[config.mk]
export PLATFORM = sky130hd
export DESIGN_NAME = mio_bus_bridge_flat
export DESIGN_NICKNAME = d
export VERILOG_FILES = /design/src/rtl/mio_bus_pkg.sv /design/src/rtl/mio_bus_if.sv /design/src/rtl/mio_bus_decode.sv /design/src/rtl/mio_bus_bridge.sv /design/src/flat_wrapper.sv
export SDC_FILE = /design/constraint.sdc
export NUM_CORES = 1
export LEC_CHECK = 0
export ABC_AREA = 0
export ABC_CLOCK_PERIOD_IN_PS = 4820
export BUFFER_PORTS_ARGS = -buffer_cell sky130_fd_sc_hd__buf_2
export CORE_MARGIN = 2
export CORE_UTILIZATION = 35
export CTS_CLUSTER_SIZE = 10
export DETAILED_ROUTE_END_ITERATION = 10
export PLACE_DENSITY_LB_ADDON = 0.1
export SKIP_CTS_REPAIR_TIMING = 1
export SYNTH_ARGS = -nofsm -noshare
export SYNTH_HDL_FRONTEND = slang
export SYNTH_SLANG_ARGS = --single-unit
[constraint.sdc]
create_clock -name clk -period 4.82 [get_ports clk]
set_input_delay 0.964 -clock clk [delete_from_list [all_inputs] [get_ports clk]]
set_output_delay 0.964 -clock clk [all_outputs]
set_load 0.02 [all_outputs]
[src/rtl/mio_bus_pkg.sv]
// Shared types and constants for the MIO bus bridge: FSM state encoding,
// default slot base table and timeout-counter sizing.
package mio_bus_pkg;

  typedef enum logic [1:0] {
    IDLE   = 2'd0,
    ACCESS = 2'd1,
    RESP   = 2'd2
  } mio_state_e;

  // slot0=0x0 (RAM), slot1=0xE, slot2=0xF, slot3=0xD
  localparam logic [15:0] MIO_SLOT_BASE_DEFAULT = 16'hDFE0;

  function automatic int unsigned mio_tmo_cnt_w(input int unsigned timeout);
    return (timeout == 0) ? 1 : $clog2(timeout + 1);
  endfunction

endpackage

[src/rtl/mio_bus_if.sv]
// CPU data port plus peripheral slot bus. 'slave' is the bridge's view,
// 'master' is the CPU/peripheral environment driving requests and acks.
interface mio_bus_if #(
  parameter int unsigned NSLOT = 4,
  parameter int unsigned AW    = 32,
  parameter int unsigned DW    = 32
);
  logic                cpu_req;
  logic                cpu_we;
  logic [AW-1:0]       cpu_addr;
  logic [DW-1:0]       cpu_wdata;
  logic [DW-1:0]       cpu_rdata;
  logic                cpu_ready;
  logic                cpu_err;
  logic [NSLOT-1:0]    slv_sel;
  logic                slv_we;
  logic [AW-1:0]       slv_addr;
  logic [DW-1:0]       slv_wdata;
  logic [NSLOT*DW-1:0] slv_rdata;
  logic [NSLOT-1:0]    slv_ack;

  modport slave (
    input  cpu_req, cpu_we, cpu_addr, cpu_wdata, slv_rdata, slv_ack,
    output cpu_rdata, cpu_ready, cpu_err, slv_sel, slv_we, slv_addr, slv_wdata
  );

  modport master (
    output cpu_req, cpu_we, cpu_addr, cpu_wdata, slv_rdata, slv_ack,
    input  cpu_rdata, cpu_ready, cpu_err, slv_sel, slv_we, slv_addr, slv_wdata
  );
endinterface

[src/rtl/mio_bus_decode.sv]
// Combinational address-tag to one-hot slot decode; lowest matching slot wins.
module mio_bus_decode
  import mio_bus_pkg::*;
#(
  parameter int unsigned               NSLOT     = 4,
  parameter int unsigned               DEC_BITS  = 4,
  parameter logic [NSLOT*DEC_BITS-1:0] SLOT_BASE = MIO_SLOT_BASE_DEFAULT
) (
  input  logic [DEC_BITS-1:0] i_tag,
  output logic [NSLOT-1:0]    o_sel,
  output logic                o_hit
);

  always_comb begin
    o_sel = '0;
    o_hit = 1'b0;
    for (int unsigned i = 0; i < NSLOT; i++) begin
      if (!o_hit && (i_tag == SLOT_BASE[i*DEC_BITS +: DEC_BITS])) begin
        o_sel[i] = 1'b1;
        o_hit    = 1'b1;
      end
    end
  end

endmodule

[src/rtl/mio_bus_bridge.sv]
// Memory-mapped I/O bridge: CPU request/ready port to NSLOT wait-stated slots.
// Define MIO_BUS_TIMEOUT_EN to abort slot accesses after TIMEOUT cycles.
module mio_bus_bridge
  import mio_bus_pkg::*;
#(
  parameter int unsigned               NSLOT     = 4,
  parameter int unsigned               AW        = 32,
  parameter int unsigned               DW        = 32,
  parameter int unsigned               DEC_BITS  = 4,
  parameter logic [NSLOT*DEC_BITS-1:0] SLOT_BASE = MIO_SLOT_BASE_DEFAULT,
  parameter int unsigned               TIMEOUT   = 15
) (
  input logic      clk,
  input logic      rst,
  mio_bus_if.slave bus
);

  if (NSLOT < 1 || NSLOT > 8 || DEC_BITS < 1 || DEC_BITS > AW || TIMEOUT < 1) begin : g_cfg_err
    $error("mio_bus_bridge: invalid parameter set");
  end

  mio_state_e       r_state;
  mio_state_e       w_state_n;
  logic [NSLOT-1:0] w_dec_sel;
  logic             w_dec_hit;
  logic             w_ack;
  logic             w_tmo;
  logic [DW-1:0]    w_slot_rdata;

  logic [NSLOT-1:0] r_sel;
  logic             r_we;
  logic [AW-1:0]    r_addr;
  logic [DW-1:0]    r_wdata;
  logic [DW-1:0]    r_rdata;
  logic             r_ready;
  logic             r_err;

  mio_bus_decode #(
    .NSLOT    (NSLOT),
    .DEC_BITS (DEC_BITS),
    .SLOT_BASE(SLOT_BASE)
  ) u_decode (
    .i_tag(bus.cpu_addr[AW-1 -: DEC_BITS]),
    .o_sel(w_dec_sel),
    .o_hit(w_dec_hit)
  );

  // r_sel is one-hot in ACCESS, so the data mux reduces to a priority pick
  always_comb begin
    w_ack        = |(bus.slv_ack & r_sel);
    w_slot_rdata = '0;
    for (int unsigned i = 0; i < NSLOT; i++) begin
      if (r_sel[i]) w_slot_rdata = bus.slv_rdata[i*DW +: DW];
    end
  end

`ifdef MIO_BUS_TIMEOUT_EN
  localparam int unsigned TW = mio_tmo_cnt_w(TIMEOUT);
  logic [TW-1:0] r_tmo_cnt;

  // Counter holds the number of completed ACCESS cycles; the limit is hit
  // at the end of the TIMEOUT-th cycle, and an ack in that cycle wins.
  assign w_tmo = (r_state == ACCESS) && (r_tmo_cnt == TW'(TIMEOUT - 1));

  always_ff @(posedge clk or posedge rst) begin
    if (rst)                    r_tmo_cnt <= '0;
    else if (r_state != ACCESS) r_tmo_cnt <= '0;
    else                        r_tmo_cnt <= r_tmo_cnt + 1'b1;
  end
`else
  assign w_tmo = 1'b0;
`endif

  always_ff @(posedge clk or posedge rst) begin
    if (rst) r_state <= IDLE;
    else     r_state <= w_state_n;
  end

  always_comb begin
    w_state_n = r_state;
    unique case (r_state)
      IDLE:    if (bus.cpu_req) w_state_n = w_dec_hit ? ACCESS : RESP;
      ACCESS:  if (w_ack || w_tmo) w_state_n = RESP;
      RESP:    w_state_n = IDLE;
      default: w_state_n = IDLE;
    endcase
  end

  always_ff @(posedge clk or posedge rst) begin
    if (rst) begin
      r_sel   <= '0;
      r_we    <= 1'b0;
      r_addr  <= '0;
      r_wdata <= '0;
      r_rdata <= '0;
      r_ready <= 1'b0;
      r_err   <= 1'b0;
    end else begin
      r_ready <= (w_state_n == RESP);
      unique case (r_state)
        IDLE: begin
          if (bus.cpu_req) begin
            r_addr  <= bus.cpu_addr;
            r_we    <= bus.cpu_we;
            r_wdata <= bus.cpu_wdata;
            r_sel   <= w_dec_sel;
            r_rdata <= '0;
            r_err   <= !w_dec_hit;
          end
        end
        ACCESS: begin
          if (w_ack) begin
            r_sel   <= '0;
            r_rdata <= r_we ? '0 : w_slot_rdata;
            r_err   <= 1'b0;
          end else if (w_tmo) begin
            r_sel   <= '0;
            r_rdata <= '0;
            r_err   <= 1'b1;
          end
        end
        RESP: begin
          r_sel <= '0;
          r_err <= 1'b0;
        end
        default: begin
          r_sel <= '0;
          r_err <= 1'b0;
        end
      endcase
    end
  end

  assign bus.cpu_rdata = r_rdata;
  assign bus.cpu_ready = r_ready;
  assign bus.cpu_err   = r_err;
  assign bus.slv_sel   = r_sel;
  assign bus.slv_we    = r_we;
  assign bus.slv_addr  = r_addr;
  assign bus.slv_wdata = r_wdata;

endmodule
[src/flat_wrapper.sv]
// flat-port wrapper written by rule: the top's interface ports become plain ports
module mio_bus_bridge_flat import mio_bus_pkg::*;
#(
  parameter int unsigned               NSLOT     = 4,
  parameter int unsigned               AW        = 32,
  parameter int unsigned               DW        = 32,
  parameter int unsigned               DEC_BITS  = 4,
  parameter logic [NSLOT*DEC_BITS-1:0] SLOT_BASE = MIO_SLOT_BASE_DEFAULT,
  parameter int unsigned               TIMEOUT   = 15
)
  (clk, rst, bus_cpu_req, bus_cpu_we, bus_cpu_addr, bus_cpu_wdata, bus_slv_rdata, bus_slv_ack, bus_cpu_rdata, bus_cpu_ready, bus_cpu_err, bus_slv_sel, bus_slv_we, bus_slv_addr, bus_slv_wdata);
  mio_bus_if #(.NSLOT(NSLOT), .AW(AW), .DW(DW)) bus_i ();
  input logic clk;
  input logic rst;
  input wire logic [$bits(bus_i.cpu_req)-1:0] bus_cpu_req;
  input wire logic [$bits(bus_i.cpu_we)-1:0] bus_cpu_we;
  input wire logic [$bits(bus_i.cpu_addr)-1:0] bus_cpu_addr;
  input wire logic [$bits(bus_i.cpu_wdata)-1:0] bus_cpu_wdata;
  input wire logic [$bits(bus_i.slv_rdata)-1:0] bus_slv_rdata;
  input wire logic [$bits(bus_i.slv_ack)-1:0] bus_slv_ack;
  output wire logic [$bits(bus_i.cpu_rdata)-1:0] bus_cpu_rdata;
  output wire logic [$bits(bus_i.cpu_ready)-1:0] bus_cpu_ready;
  output wire logic [$bits(bus_i.cpu_err)-1:0] bus_cpu_err;
  output wire logic [$bits(bus_i.slv_sel)-1:0] bus_slv_sel;
  output wire logic [$bits(bus_i.slv_we)-1:0] bus_slv_we;
  output wire logic [$bits(bus_i.slv_addr)-1:0] bus_slv_addr;
  output wire logic [$bits(bus_i.slv_wdata)-1:0] bus_slv_wdata;
  assign bus_i.cpu_req = bus_cpu_req;
  assign bus_i.cpu_we = bus_cpu_we;
  assign bus_i.cpu_addr = bus_cpu_addr;
  assign bus_i.cpu_wdata = bus_cpu_wdata;
  assign bus_i.slv_rdata = bus_slv_rdata;
  assign bus_i.slv_ack = bus_slv_ack;
  assign bus_cpu_rdata = bus_i.cpu_rdata;
  assign bus_cpu_ready = bus_i.cpu_ready;
  assign bus_cpu_err = bus_i.cpu_err;
  assign bus_slv_sel = bus_i.slv_sel;
  assign bus_slv_we = bus_i.slv_we;
  assign bus_slv_addr = bus_i.slv_addr;
  assign bus_slv_wdata = bus_i.slv_wdata;
  mio_bus_bridge #(.NSLOT(NSLOT), .AW(AW), .DW(DW), .DEC_BITS(DEC_BITS), .SLOT_BASE(SLOT_BASE), .TIMEOUT(TIMEOUT)) u_core (.clk(clk), .rst(rst), .bus(bus_i));
endmodule
==> flow_summary.ini, run 1 <==
[drt]
antenna_left = 0
vias = 4777
viasPerCell = 4.92
first_pass_iters = 7
wl_per_cell_um = 16.1
wl_um = 15600
drt_iter0_markers = 231
route.detailed.drc = 0

[cts]
cts_tree = yes
cts_buffers = 9
insertion_delay_ps = 340
clock_sinks = 105
cts_root_buf = clkbuf_16
htree_levels = 3
clock_tree.buffer_depth = 2
clk_pin_slew_worst_paths_ps = 70

[timing]
fin_tns_setup_ps = 0
hold_violations = 0
period_share_pct = 55.7
maxSlewHeadroom_pct = 24.0
timing.hold.ws_ps = 468
rsz0062_at_grt = no
setup_slack_ps = 2130
finalMaxSlewViolations = 0
timing.fmax_ghz = 0.372
worstMarginPinSlew_ps = 1140
fin_crit_ps = 2690
setup-violations-final = 0
fin_skew_ps = 4.71

[floorplanning]
fp.dieH_um = 122
start_util_pct = 35.5
io_pins = 303
num_rows = 43
die_w_um = 122
core_area_mm2 = 0.0138
dieArea_mm2 = 0.0149

[yosys]
syn_inst = 503
async_flop_share_pct = 100
synth_edf_count = 0
ys_types = 34
ys_warn_count = 0
synth_area_mm2 = 0.00489
ys_dominant_reg_cell = dfrtp_1
ys_ff_latch = 105
syn_area_per_cell_um2 = 9.72
seq_area_frac_synth_pct = 53.8
synth_nets = 703

[grt]
grt_first_pass_wirelength_um = 24200
grtUsageTotal_pct = 20.8
antenna_found_initial = 0
grt_overflow = 0
grt_start_max_net_pins = 79
grt_pass1_vias = 4777

[worst_setup_path]
rr_worst_depth = 3
crit_fanout = 21
r2r_slack_ps = 2560
startpoint_type = register
critPathKind = register to output pin
reg2reg_from = u_core.bus.slv_sel[3]
arrival_ps = 1720
critPathCaptureType = output pin
required_ps = 3860
r2r-end = u_core.bus.cpu_rdata[1]

[placement]
dp_cells = 954
hpwl_um = 11400
port_buffers = 302
post-place-ws_ps = 2360
gp_congestion = 0.777
placed_area_mm2 = 0.00647

[hold_path]
holdPathStages = 2
hold_class = register to register
whs_endpoint = u_core.bus.slv_addr[3]
hp-start = u_core.bus.slv_addr[3]

[layout]
fillCellCount = 1367
antenna_cells_inserted = 0
final_cells = 970
area_growth_pct = 38.7
utilization_pct = 49.2
fin_nets = 985
drive_gt1_share_pct = 42.4
design_area_mm2 = 0.00678

[power_and_ir_drop]
p_per_area_mw_per_mm2 = 513
power.leakage_nw = 3.90
ir_drop_uv = 294
fin_total_pwr_mw = 3.48

[status]
status = completed

[flow_run]
maxCapViolCount = 0
-- cell usage in the layout (no fill, tap or decap), drive strengths merged --
master and n:
a311o 1, or3 1, dfrtp 105, o31ai 1
a21o 2, a22o 2, nor2b 1, nand2 195
nand2b 2, nor3b 1, o2111ai 1, or3b 1
o21ai 4, nor3 1, o2bb2ai 4, clkbuf 9
a32o 32, or4 1, nand4 1, nor4 1
buf 310, nor2 2, clkinvlp 2, or2 1
a22oi 2, a211oi 2, a2bb2oi 32, bufinv 1
a21oi 2, clkinv 2, a221o 31, inv 37
-- registers in the layout (all words and copies together) (netlist names) --
register / count
u_core.bus.cpu_err: 1
u_core.bus.cpu_rdata: 32
u_core.bus.cpu_ready: 1
u_core.bus.slv_addr: 32
u_core.bus.slv_sel: 4
u_core.bus.slv_wdata: 32
u_core.bus.slv_we: 1
u_core.r_state: 2
-- critical path: stages (launching register included) --
cell and delay (ps):
dfrtp_1 800, buf_4 370, buf_2 210
-- routing by layer --
metal	track usage (%)	wire, um	up-vias
li1	-	-	2306
met1	25.9	6360	2230
met2	34.5	7380	217
met3	6.09	1590	24
met4	7.33	314	0
met5	0	0	-
-- kinds of logic (layout without fill, tap and decap cells) --
group,after synthesis,count (layout),share of synthesized area (%)
compound gates,116,116,22.1
buf+inv,74,361,7.37
flops,105,105,53.8
simple gates,208,208,16.7
-- area by class of cell --
class                      instances  area (um^2)  share of cell area, %
sequential                       105         2630                   38.8
multi-input combinational        324         1910                   28.2
timing repair buffer             310         1570                   23.2
clock buffer                       9          225                   3.32
tap                              180          225                   3.32
inverter                          35          134                   1.98
clock inverter                     7         78.8                   1.16
-- cell usage after synthesis (4+ instances only) --
cell / count / area, um^2
clkbuf_1: 15 / 56.3
dfrtp_1: 105 / 2630
inv_1: 35 / 131
o2bb2ai_1: 4 / 35.0
o21ai_0: 4 / 20.0
a32o_1: 32 / 320
buf_6: 8 / 90.1
buf_2: 12 / 60.1
nand2_1: 195 / 732
a221o_1: 31 / 310
a2bb2oi_1: 32 / 280
-- where the power goes --
part | switching, mW | internal [mW] | total, mW
Clock | 0.340 | 0.409 | 0.749
Combinational | 0.925 | 0.475 | 1.40
Sequential | 0.168 | 1.16 | 1.33
-- how the worst max path moves through the flow --
| stage | start | endpoint | slack [ps] |
|---|---|---|---|
| 3_5_place_dp | bus_slv_ack[2] | u_core.bus.cpu_rdata[31] | 2360 |
| 2_1_floorplan | rst | u_core.bus.cpu_err | 1100 |
| 3_3_place_gp | bus_slv_ack[2] | u_core.bus.cpu_rdata[28] | 2410 |
| 6_report | u_core.bus.slv_sel[3] | bus_slv_sel[3] | 2130 |
| 4_1_cts | u_core.bus.slv_sel[1] | bus_slv_sel[1] | 2100 |
| 5_1_grt | u_core.bus.slv_sel[1] | bus_slv_sel[1] | 2020 |
Power figures use the tool's default switching activity.
==> run 2, diff against run 1 <==
ABC_CLOCK_PERIOD_IN_PS = 2370   (was 4820)
clock period = 2.37 ns   (was 4.82 ns; I/O delays follow)
==> flow_summary.ini, run 2 (synthesis gave the netlist of run 1 again) <==
[placement]
hpwl_um = 11600
post-place-ws_ps = 436
dp_cells = 956
gp_congestion = 0.800
placed_area_mm2 = 0.00653
port_buffers = 302

[flow_run]
maxCapViolCount = 0

[timing]
setup_slack_ps = 418
timing.hold.ws_ps = 280
period_share_pct = 82.4
worstMarginPinSlew_ps = 1210
setup-violations-final = 0
finalMaxSlewViolations = 0
rsz0062_at_grt = no
maxSlewHeadroom_pct = 19.6
hold_violations = 0
fin_crit_ps = 1950
fin_skew_ps = 4.68
fin_tns_setup_ps = 0
timing.fmax_ghz = 0.512

[layout]
area_growth_pct = 39.6
register_area_mm2 = 0.00263
fillCellCount = 1381
fin_nets = 987
final_cells = 973
multi_input_area_mm2 = 0.00191
drive_gt1_share_pct = 42.6
final_cell_mix = buf_2 (302), nand2_1 (195), dfrtp_1 (105), inv_1 (34)
layout_commonest_cell = buf_2
design_area_mm2 = 0.00682
utilization_pct = 49.5

[floorplanning]
fp.dieH_um = 122
io_pins = 303
start_util_pct = 35.5
dieArea_mm2 = 0.0149
core_area_mm2 = 0.0138
die_w_um = 122
num_rows = 43

[cts]
clock_tree.buffer_depth = 2
cts_tree = yes
cts_root_buf = clkbuf_16
insertion_delay_ps = 350
clk_pin_slew_worst_paths_ps = 70
htree_levels = 3
cts_buffers = 9
clock_sinks = 105

[grt]
grt_start_max_net_pins = 106
grt_overflow = 0
antenna_found_initial = 1
grtUsageTotal_pct = 20.5
grt_first_pass_wirelength_um = 23700
grt_pass1_vias = 4711

[worst_setup_path]
rr_worst_depth = 3
required_ps = 2610
cp_num_cells = 3
critPathBufInv = 0
critPathCaptureType = register
r2r-end = u_core.bus.cpu_rdata[24]
path_delay_family = compound AO/OA/AOI/OAI gates
crit_chain = or2_1 > a221o_1 > a32o_1
startpoint = u_core.bus.slv_sel[2]
startpoint_type = register
arrival_ps = 2190
endpoint = u_core.bus.cpu_rdata[24]
reg2reg_from = u_core.bus.slv_sel[2]
r2r_slack_ps = 420
slowest_stage = or2_1
slowest_delay_ps = 670
crit_fanout = 31
critPathKind = register to register

[drt]
first_pass_iters = 4
vias = 4890
drt_iter0_markers = 233
viasPerCell = 5.03
wl_per_cell_um = 16.5
antenna_left = 0
wl_um = 16000
route.detailed.drc = 0

[power_and_ir_drop]
p_per_area_mw_per_mm2 = 1040
fin_total_pwr_mw = 7.08
power.leakage_nw = 3.92
ir_drop_uv = 582

[hold_path]
hold_class = input pin to async pin

[status]
status = completed
[run 2: changes by cell type in the layout (fill, tap and decap cells not counted)]
cell       change
diode_2        +1
bufinv_16      -1
buf_12         +3
inv_4          -1
clkinv_4       +1
clkinv_8       +1
buf_4          -1
[run 2: metal layers]
metal	up-vias	GRT usage, %	wire [um]
met2	224	35.0	7760
met5	-	0	0
met1	2328	25.1	6560
met4	0	7.47	278
met3	22	5.10	1430
li1	2316	-	-
[run 2: worst register-to-register path: stages (launching register included)]
cell and delay [ps]:
dfrtp_1 440, or2_1 670, a221o_1 470, a32o_1 260
[run 2: report_power, final]
group / internal, mW / switching (mW) / leakage [nW]
Combinational: 1.01 / 1.90 / 2.42
Clock: 0.736 / 0.731 / 0.141
Sequential: 2.36 / 0.345 / 1.36
Total: 4.11 / 2.97 / 3.92
[run 2: area by class of cell]
type,instances,area share (%)
Antenna cell,1,0.0367
Clock buffer,9,3.30
Clock inverter,7,0.972
Inverter,35,1.98
Multi-Input combinational cell,324,28.1
Sequential cell,105,38.5
Tap cell,180,3.30
Timing Repair Buffer,312,23.8
[run 2: how the worst min path moves through the flow]
stage,cells past startpoint,end,slack (ps)
2_1_floorplan,1,u_core.bus.cpu_ready,480
3_3_place_gp,2,u_core.bus.slv_wdata[1],450
3_5_place_dp,2,u_core.bus.slv_wdata[5],460
4_1_cts,3,u_core.bus.slv_wdata[0],300
5_1_grt,3,u_core.bus.slv_addr[1],300
6_report,3,u_core.bus.slv_wdata[13],280
